## src/rtl/game_board_writer_if.sv

```systemverilog
// Button, detector and board signals between the game controller
// and its surroundings.
interface game_board_writer_if;
    logic            btn_next;
    logic            btn_place;
    logic            win;
    logic [8:0][1:0] matrizDeJuego;
    logic [3:0]      cursor;
    logic [1:0]      turno;
    logic            fin;
    logic            empate;
    logic            err;

    modport master (
        output btn_next, btn_place, win,
        input  matrizDeJuego, cursor, turno, fin, empate, err
    );

    modport slave (
        input  btn_next, btn_place, win,
        output matrizDeJuego, cursor, turno, fin, empate, err
    );
endinterface

```

## src/rtl/game_board_writer.sv

```systemverilog
// Tic-tac-toe board writer: cursor, turns, move validation,
// turn timeout auto-placement and win/draw detection hand-off.
module game_board_writer #(
    parameter int TURN_CYCLES   = 250_000_000,
    parameter int SETTLE_CYCLES = 2
) (
    input  logic clk,
    input  logic rst,
    game_board_writer_if.slave bus
);
    localparam int TW = $clog2(TURN_CYCLES + 1);
    localparam int SW = (SETTLE_CYCLES > 1) ? $clog2(SETTLE_CYCLES + 1) : 1;

    typedef enum logic [1:0] {TURN, SETTLE, DONE} state_t;

    state_t          state_q, state_d;
    logic [8:0][1:0] matrix_q, matrix_d;
    logic [3:0]      cursor_q, cursor_d;
    logic [1:0]      turno_q, turno_d;
    logic            fin_q, fin_d;
    logic            empate_q, empate_d;
    logic            err_q, err_d;
    logic [3:0]      count_q, count_d;
    logic [TW-1:0]   timer_q, timer_d;
    logic [SW-1:0]   settle_q, settle_d;
    logic            next_q, place_q;

    logic            next_p, place_p;
    logic [3:0]      free_idx;
    logic            free_found;
    logic [3:0]      wr_idx;
    logic            wr_en;

    assign next_p  = bus.btn_next & ~next_q;
    assign place_p = bus.btn_place & ~place_q;

    // Lowest empty cell, target of a timeout auto-placement.
    always_comb begin
        free_idx   = 4'd0;
        free_found = 1'b0;
        for (int i = 0; i < 9; i++) begin
            if (!free_found && matrix_q[i] == 2'b00) begin
                free_idx   = 4'(i);
                free_found = 1'b1;
            end
        end
    end

    always_comb begin
        state_d  = state_q;
        matrix_d = matrix_q;
        cursor_d = cursor_q;
        turno_d  = turno_q;
        fin_d    = fin_q;
        empate_d = empate_q;
        err_d    = 1'b0;
        count_d  = count_q;
        timer_d  = timer_q;
        settle_d = settle_q;
        wr_en    = 1'b0;
        wr_idx   = cursor_q;

        unique case (state_q)
            TURN: begin
                if (place_p && matrix_q[cursor_q] == 2'b00) begin
                    wr_en  = 1'b1;
                    wr_idx = cursor_q;
                end else if (place_p) begin
                    err_d   = 1'b1;
                    timer_d = timer_q + 1'b1;
                end else if (timer_q >= TW'(TURN_CYCLES - 1)) begin
                    wr_en  = free_found;
                    wr_idx = free_idx;
                end else begin
                    if (next_p)
                        cursor_d = (cursor_q == 4'd8) ? 4'd0 : cursor_q + 4'd1;
                    timer_d = timer_q + 1'b1;
                end
                if (wr_en) begin
                    matrix_d[wr_idx] = turno_q;
                    count_d  = (count_q == 4'd9) ? 4'd9 : count_q + 4'd1;
                    timer_d  = '0;
                    settle_d = '0;
                    state_d  = SETTLE;
                end
            end
            SETTLE: begin
                // The detector output lags the board, so sample on the last wait cycle.
                if (settle_q == SW'(SETTLE_CYCLES - 1)) begin
                    if (bus.win) begin
                        fin_d   = 1'b1;
                        turno_d = 2'b00;
                        state_d = DONE;
                    end else if (count_q == 4'd9) begin
                        fin_d    = 1'b1;
                        empate_d = 1'b1;
                        turno_d  = 2'b00;
                        state_d  = DONE;
                    end else begin
                        turno_d = (turno_q == 2'b01) ? 2'b10 : 2'b01;
                        timer_d = '0;
                        state_d = TURN;
                    end
                end else begin
                    settle_d = settle_q + 1'b1;
                end
            end
            DONE: begin
                if (place_p) begin
                    matrix_d = '0;
                    count_d  = 4'd0;
                    cursor_d = 4'd0;
                    turno_d  = 2'b01;
                    fin_d    = 1'b0;
                    empate_d = 1'b0;
                    timer_d  = '0;
                    state_d  = TURN;
                end
            end
            default: state_d = TURN;
        endcase
    end

    always_ff @(posedge clk or posedge rst) begin
        if (rst) begin
            state_q  <= TURN;
            matrix_q <= '0;
            cursor_q <= 4'd0;
            turno_q  <= 2'b01;
            fin_q    <= 1'b0;
            empate_q <= 1'b0;
            err_q    <= 1'b0;
            count_q  <= 4'd0;
            timer_q  <= '0;
            settle_q <= '0;
            next_q   <= 1'b0;
            place_q  <= 1'b0;
        end else begin
            state_q  <= state_d;
            matrix_q <= matrix_d;
            cursor_q <= cursor_d;
            turno_q  <= turno_d;
            fin_q    <= fin_d;
            empate_q <= empate_d;
            err_q    <= err_d;
            count_q  <= count_d;
            timer_q  <= timer_d;
            settle_q <= settle_d;
            next_q   <= bus.btn_next;
            place_q  <= bus.btn_place;
        end
    end

    assign bus.matrizDeJuego = matrix_q;
    assign bus.cursor        = cursor_q;
    assign bus.turno         = turno_q;
    assign bus.fin           = fin_q;
    assign bus.empate        = empate_q;
    assign bus.err           = err_q;
endmodule

```

## src/flat_wrapper.sv

```systemverilog
// flat-port wrapper written by rule: the top's interface ports become plain ports
module game_board_writer_flat 
#(
    parameter int TURN_CYCLES   = 250_000_000,
    parameter int SETTLE_CYCLES = 2
)
  (clk, rst, bus_btn_next, bus_btn_place, bus_win, bus_matrizDeJuego, bus_cursor, bus_turno, bus_fin, bus_empate, bus_err);
  game_board_writer_if bus_i ();
  input  logic clk;
  input  logic rst;
  input wire logic [$bits(bus_i.btn_next)-1:0] bus_btn_next;
  input wire logic [$bits(bus_i.btn_place)-1:0] bus_btn_place;
  input wire logic [$bits(bus_i.win)-1:0] bus_win;
  output wire logic [$bits(bus_i.matrizDeJuego)-1:0] bus_matrizDeJuego;
  output wire logic [$bits(bus_i.cursor)-1:0] bus_cursor;
  output wire logic [$bits(bus_i.turno)-1:0] bus_turno;
  output wire logic [$bits(bus_i.fin)-1:0] bus_fin;
  output wire logic [$bits(bus_i.empate)-1:0] bus_empate;
  output wire logic [$bits(bus_i.err)-1:0] bus_err;
  assign bus_i.btn_next = bus_btn_next;
  assign bus_i.btn_place = bus_btn_place;
  assign bus_i.win = bus_win;
  assign bus_matrizDeJuego = bus_i.matrizDeJuego;
  assign bus_cursor = bus_i.cursor;
  assign bus_turno = bus_i.turno;
  assign bus_fin = bus_i.fin;
  assign bus_empate = bus_i.empate;
  assign bus_err = bus_i.err;
  game_board_writer #(.TURN_CYCLES(TURN_CYCLES), .SETTLE_CYCLES(SETTLE_CYCLES)) u_core (.clk(clk), .rst(rst), .bus(bus_i));
endmodule
```

## config.mk

```make
export PLATFORM = sky130hd
export DESIGN_NAME = game_board_writer_flat
export DESIGN_NICKNAME = d
export VERILOG_FILES = /design/src/rtl/game_board_writer_if.sv /design/src/rtl/game_board_writer.sv /design/src/flat_wrapper.sv
export SDC_FILE = /design/constraint.sdc
export NUM_CORES = 1
export LEC_CHECK = 0
export CORE_UTILIZATION = 39
export CTS_CLUSTER_DIAMETER = 50
export CTS_CLUSTER_SIZE = 14
export DETAILED_ROUTE_END_ITERATION = 10
export PLACE_DENSITY_LB_ADDON = 0.1
export SYNTH_ARGS = -nofsm -noshare
export SYNTH_HDL_FRONTEND = slang
export SYNTH_SLANG_ARGS = --single-unit
```

## constraint.sdc

```tcl
create_clock -name clk -period 3.5 [get_ports clk]
set_input_delay 0.875 -clock clk [delete_from_list [all_inputs] [get_ports clk]]
set_output_delay 0.875 -clock clk [all_outputs]
set_load 0.02 [all_outputs]
```

Word-level counts from Yosys, hierarchy flattened

Cells that the tools add are included.

Register bits after elaboration: 65
Input port bits: 5
Output and inout port bits: 27
Word-level logic and storage cells: 171

Add/sub/neg operators: 4
$lt $le $gt $ge: 4
Eq/ne operators: 20
Mux-type cells: 78
Bitwise logic cells: 4
Reductions and logical operators: 41

Operators with widths:

| kind                    | number |
|---|---|
| $mux W28                | 8 |
| $pmux W28 S3            | 1 |
| $mux W4                 | 13 |
| $mux W18                | 2 |
| $pmux W18 S2            | 1 |
| $mux W2                 | 16 |
| $add A28 B1 Y28 const B | 1 |
| $ge A28 B28 Y1 const B  | 1 |
| $mux W1                 | 23 |
| $logic_not A2 Y1        | 11 |
| $bwmux W18              | 1 |
| $pmux W4 S2             | 2 |
| $ne A2 B2 Y1 const B    | 7 |
| $mux W3                 | 4 |
| $reduce_and A3 Y1       | 4 |
| $logic_and A1 B1 Y1     | 10 |
| $lt A4 B5 Y1 const B    | 2 |
| $add A4 B1 Y4 const B   | 2 |
| $bmux W2 S4             | 1 |
| $demux W2 S4            | 1 |
| $eq A4 B4 Y1 const B    | 2 |
| $logic_not A1 Y1        | 8 |
| $ne A2 B1 Y1 const B    | 4 |
| $pmux W2 S2             | 2 |
| other kinds (17)        | 24 |

Longest topological paths before layout

Depth in word-level cells: 37
Mapped depth: 12
Gate-level depth less buffers: 9

Worst setup path after synthesis

OpenSTA, ideal clock, no wires.

Path kind: input to register
Start: input bus_btn_place
End: register u_core.timer_q[3]
Library setup time: 0.087 ns
Data arrival time: 2.723 ns
Data required time: 3.413 ns
Slack: 0.691 ns
Stages on the path: 9
Path buffers: 2
Cells stage by stage: nor2b_1 > clkbuf_1 > nor2_1 > a21oi_1 > nand3b_1 > or2_1 > buf_6 > or4_1 > o211ai_1

Cells in the longest elaborated chain, start to end: 6
Elaborated cells on any way between the ends: 13
Classes of those cells: eq/ne (3); mux (7); bitwise (1); reduce/logical (2)

RTL lines:

| item                                                               | RTL line                                         | RTL |
|---|---|---|
| start: declaration                                                 | flat_wrapper.sv:12                               | `input wire logic [$bits(bus_i.btn_place)-1:0] bus_btn_place;` |
| $and A1 B1 Y1 *                                                    | game_board_writer.sv:35                          | `assign place_p = bus.btn_place & ~place_q;` |
| $mux W1 / $logic_and A1 B1 Y1 (equally long branches)              | game_board_writer.sv:68, game_board_writer.sv:65 |  |
| $mux W1                                                            | game_board_writer.sv:65                          | `if (place_p && matrix_q[cursor_q] == 2'b00) begin` |
| $mux W1                                                            | game_board_writer.sv:63                          | `unique case (state_q)` |
| $ne A4 B3 Y1 (no line), or another cell as far along               | -                                                |  |
| $reduce_and A7 Y1 (no line) / $pmux W28 S3 (equally long branches) | -                                                |  |
| end signal: assignment                                             | game_board_writer.sv:147                         | `timer_q <= timer_d;` |
| end: declaration                                                   | game_board_writer.sv:24                          | `logic [TW-1:0] timer_q, timer_d;` |

Every way passes the cells marked *; elsewhere a longest branch is shown, timed or not. The select of a mux whose other input is x is not followed.
A chain may end at the register's enable or synchronous reset.

Worst setup path after layout

Start: register u_core.timer_q[0]
End: register u_core.state_q[0]

Cells in the longest elaborated chain, start to end: 7

RTL lines:

| item                        | RTL line                 | RTL |
|---|---|---|
| $ge A28 B28 Y1              | game_board_writer.sv:71  | `end else if (timer_q >= TW'(TURN_CYCLES - 1)) begin` |
| $mux W1                     | game_board_writer.sv:71  |  |
| $mux W1                     | game_board_writer.sv:68  | `end else if (place_p) begin` |
| $mux W1                     | game_board_writer.sv:65  |  |
| $mux W1                     | game_board_writer.sv:63  |  |
| $ne A2 B2 Y1 (no line)      | -                        |  |
| $reduce_and A3 Y1 (no line) | -                        |  |
| end signal: assignment      | game_board_writer.sv:139 | `state_q <= state_d;` |
| end: declaration            | game_board_writer.sv:16  | `state_t state_q, state_d;` |

No other way between the ends. The select of a mux whose other input is x is not followed.

==> results.ini <==
[synthesis]
synth-async-reset-ratio_pct = 100
syn_area_um2 = 4040
synth_cell_types = 66
synth_ff_type = dfrtp_1
yosysSeqAreaShare_pct = 40.3
synthesis.nets = 464
yosysTopAreaCell = dfrtp_1
ys_seq_elements = 65
yosysWarningCount = 0
synth_area_per_cell_um2 = 9.01
synth_edf_count = 0
synthTopCellsByArea = dfrtp_1, a22o_1, o21ai_0, nor2_1, nand2_1
synth_top_area_share_pct = 39.7
synthCells = 448

[clocking]
cts_tree = built
cts_hold_buf = 0
post_cts_buffers = 0
cts.htree.levels = 3
clk_pin_slew_ns = 0.07
clk_latency_ns = 0.35
clk_root_buffer_cell = clkbuf_8
clockBufferDepth = 2
clock_sinks = 65
cts_buffers = 9
cts.repair.resized = 0

[critical_path]
slowest_delay_ns = 0.74
crit_chain = ha_1 > nand4_1 > o211a_1 > nor3_1 > o21ai_0 > nand2_1 > and2_1 > mux2_1
cp_max_fo = 9
cp.arrival_ns = 3.27
critPathLaunchType = register
cp.buffers_inverters = 0
cp_top_family = simple AND/OR/NAND/NOR gates
worstSetupEndpointType = register
slowest_stage = o21ai_0
required_ns = 3.72
crit_type = register to register

[global_routing]
grt_pass1_vias = 3396
grt_pass1_wl_um = 17300
grt_use_met3_pct = 4.59
use_met2_pct = 31.9
grtUsageMet1_pct = 27.0
grt-ovfl-total = 0
antenna_found_initial = 0
busiest_layer = met2
grt_use_total_pct = 19.9
grt_max_degree = 66

[floorplanning]
start_util_pct = 40.7
ios = 32
rows = 36
die_width_um = 104
die-area_um2 = 10800
design.core.area_um2 = 9910
fp.dieH_um = 104

[job]
drv_cap = 0

[pwr]
leakagePower_nw = 2.00
power_per_cell_area_nw_per_um2 = 807
peakVddDrop_mv = 0.491
power_mw = 3.83

[hold_path]
hold_class = register to register

[place]
place_ws_ns = 0.128
dpl.hpwl_um = 7360
dpl.cell_count = 607
gp_congestion = 0.805
portBuffers = 31
placed_area_um2 = 4540

[cells_and_area]
finish.utilization_pct = 47.9
regArea_um2 = 1630
layout_commonest_cell = dfrtp_1
layout_common_cells = dfrtp_1, nor2_1, nand2_1
instances_no_fill = 623
drive_gt1_share_pct = 10.6
layout.nets = 501
syn2layout_area_growth_pct = 17.6
fillerInstances = 973
diodes = 0
fin_area_um2 = 4750
multi_input_area_um2 = 2250

[routing]
first_pass_iters = 5
vias = 3631
routed_wl_um = 10400
detail-route-antenna-nets = 0
vias_per_cell = 5.83
post-route-drc-count = 0
wire_per_inst_um = 16.7
drt_iter0_markers = 191

[timing]
holdWs_ns = 0.506
tightest_slew_ns = 0.935
post-route-worst-setup-slack_ns = 0.453
grt_setup_unrepaired = false
finalHoldViolations = 0
fmax_mhz = 328
relSlewSlack_pct = 37.0
period_needed_ns = 3.05
finalMaxSlewViolations = 0
fin_tns_setup_ns = 0
fin_skew_ns = 0.0123
setup_viol = 0
period_share_pct = 87.1

[outcome]
status = finished clean

-- final timing paths --
path                       depth (start not counted)                  end         startpoint  slack, ns
setup / recovery                                   8    u_core.state_q[0]  u_core.timer_q[0]       0.45
hold / removal                                     1       u_core.bus.fin     u_core.bus.fin       0.51
setup reg to reg                                   8    u_core.state_q[0]  u_core.timer_q[0]       0.45
hold reg to reg                                    1       u_core.bus.fin     u_core.bus.fin       0.51
max in group asynchronous                          3  u_core.bus.turno[0]                rst       2.27
min in group asynchronous                          3    u_core.count_q[1]                rst       0.92
-- final cells by class --
class,count,area share [%]
inverter,18,1.42
clock buffer,10,2.69
clock inverter,6,1.74
timing repair buffer,45,9.01
sequential,65,34.3
tap,133,3.50
multi-input combinational,346,47.4
-- per-layer routing --
layer  up-vias  part of all wire (%)
met4         0                   1.1
met2        71                    46
met1      1794                    49
li1       1755                     -
met5         -                     0
met3        11                   3.9
-- synthesized netlist by cell type (3+ instances only) --
cell	n
nand2_1	39
mux2_2	4
o21a_1	3
and2_1	5
nor3_1	23
a31o_2	4
nor2b_1	6
o31ai_1	5
clkbuf_1	11
o21ai_0	38
or3_1	3
and3_1	12
inv_1	17
a21o_1	4
o2bb2ai_1	9
dfrtp_1	64
a22o_1	29
o22ai_1	5
nor4_1	9
nor4b_1	3
nand4_1	6
nand3_1	12
or4_1	3
o2111a_1	3
xnor2_1	5
a21oi_1	11
ha_1	11
o32a_1	3
nand2b_1	6
nor2_1	45
buf_2	5
-- sequential cells by signal (all words and copies together), names as in the netlist, 2 cells and up --
name                      count
u_core.state_q                2
u_core.bus.turno              2
u_core.timer_q               28
u_core.bus.cursor             4
u_core.count_q                4
u_core.settle_q               2
u_core.bus.matrizDeJuego     18
-- cells by family (layout without fill, tap and decap cells) --
family	count (synthesis)	count (layout)	synth area share [%]
adders and majority gates	11	11	3.41
muxes	7	7	2.20
xor gates and xnor gates	5	5	1.08
buffers and inverters	37	79	3.97
DFF	65	65	40.3
AOI/OAI and AO/OA	140	140	26.2
and+or+nand+nor	183	183	22.8
-- report_power, final --
group          switching, mW  internal (mW)  total [mW]
clock network          0.300          0.398       0.698
logic                   1.16          0.810        1.97
registers              0.228          0.937        1.16
total                   1.69           2.14        3.83
(Power assumes the default switching activity.)
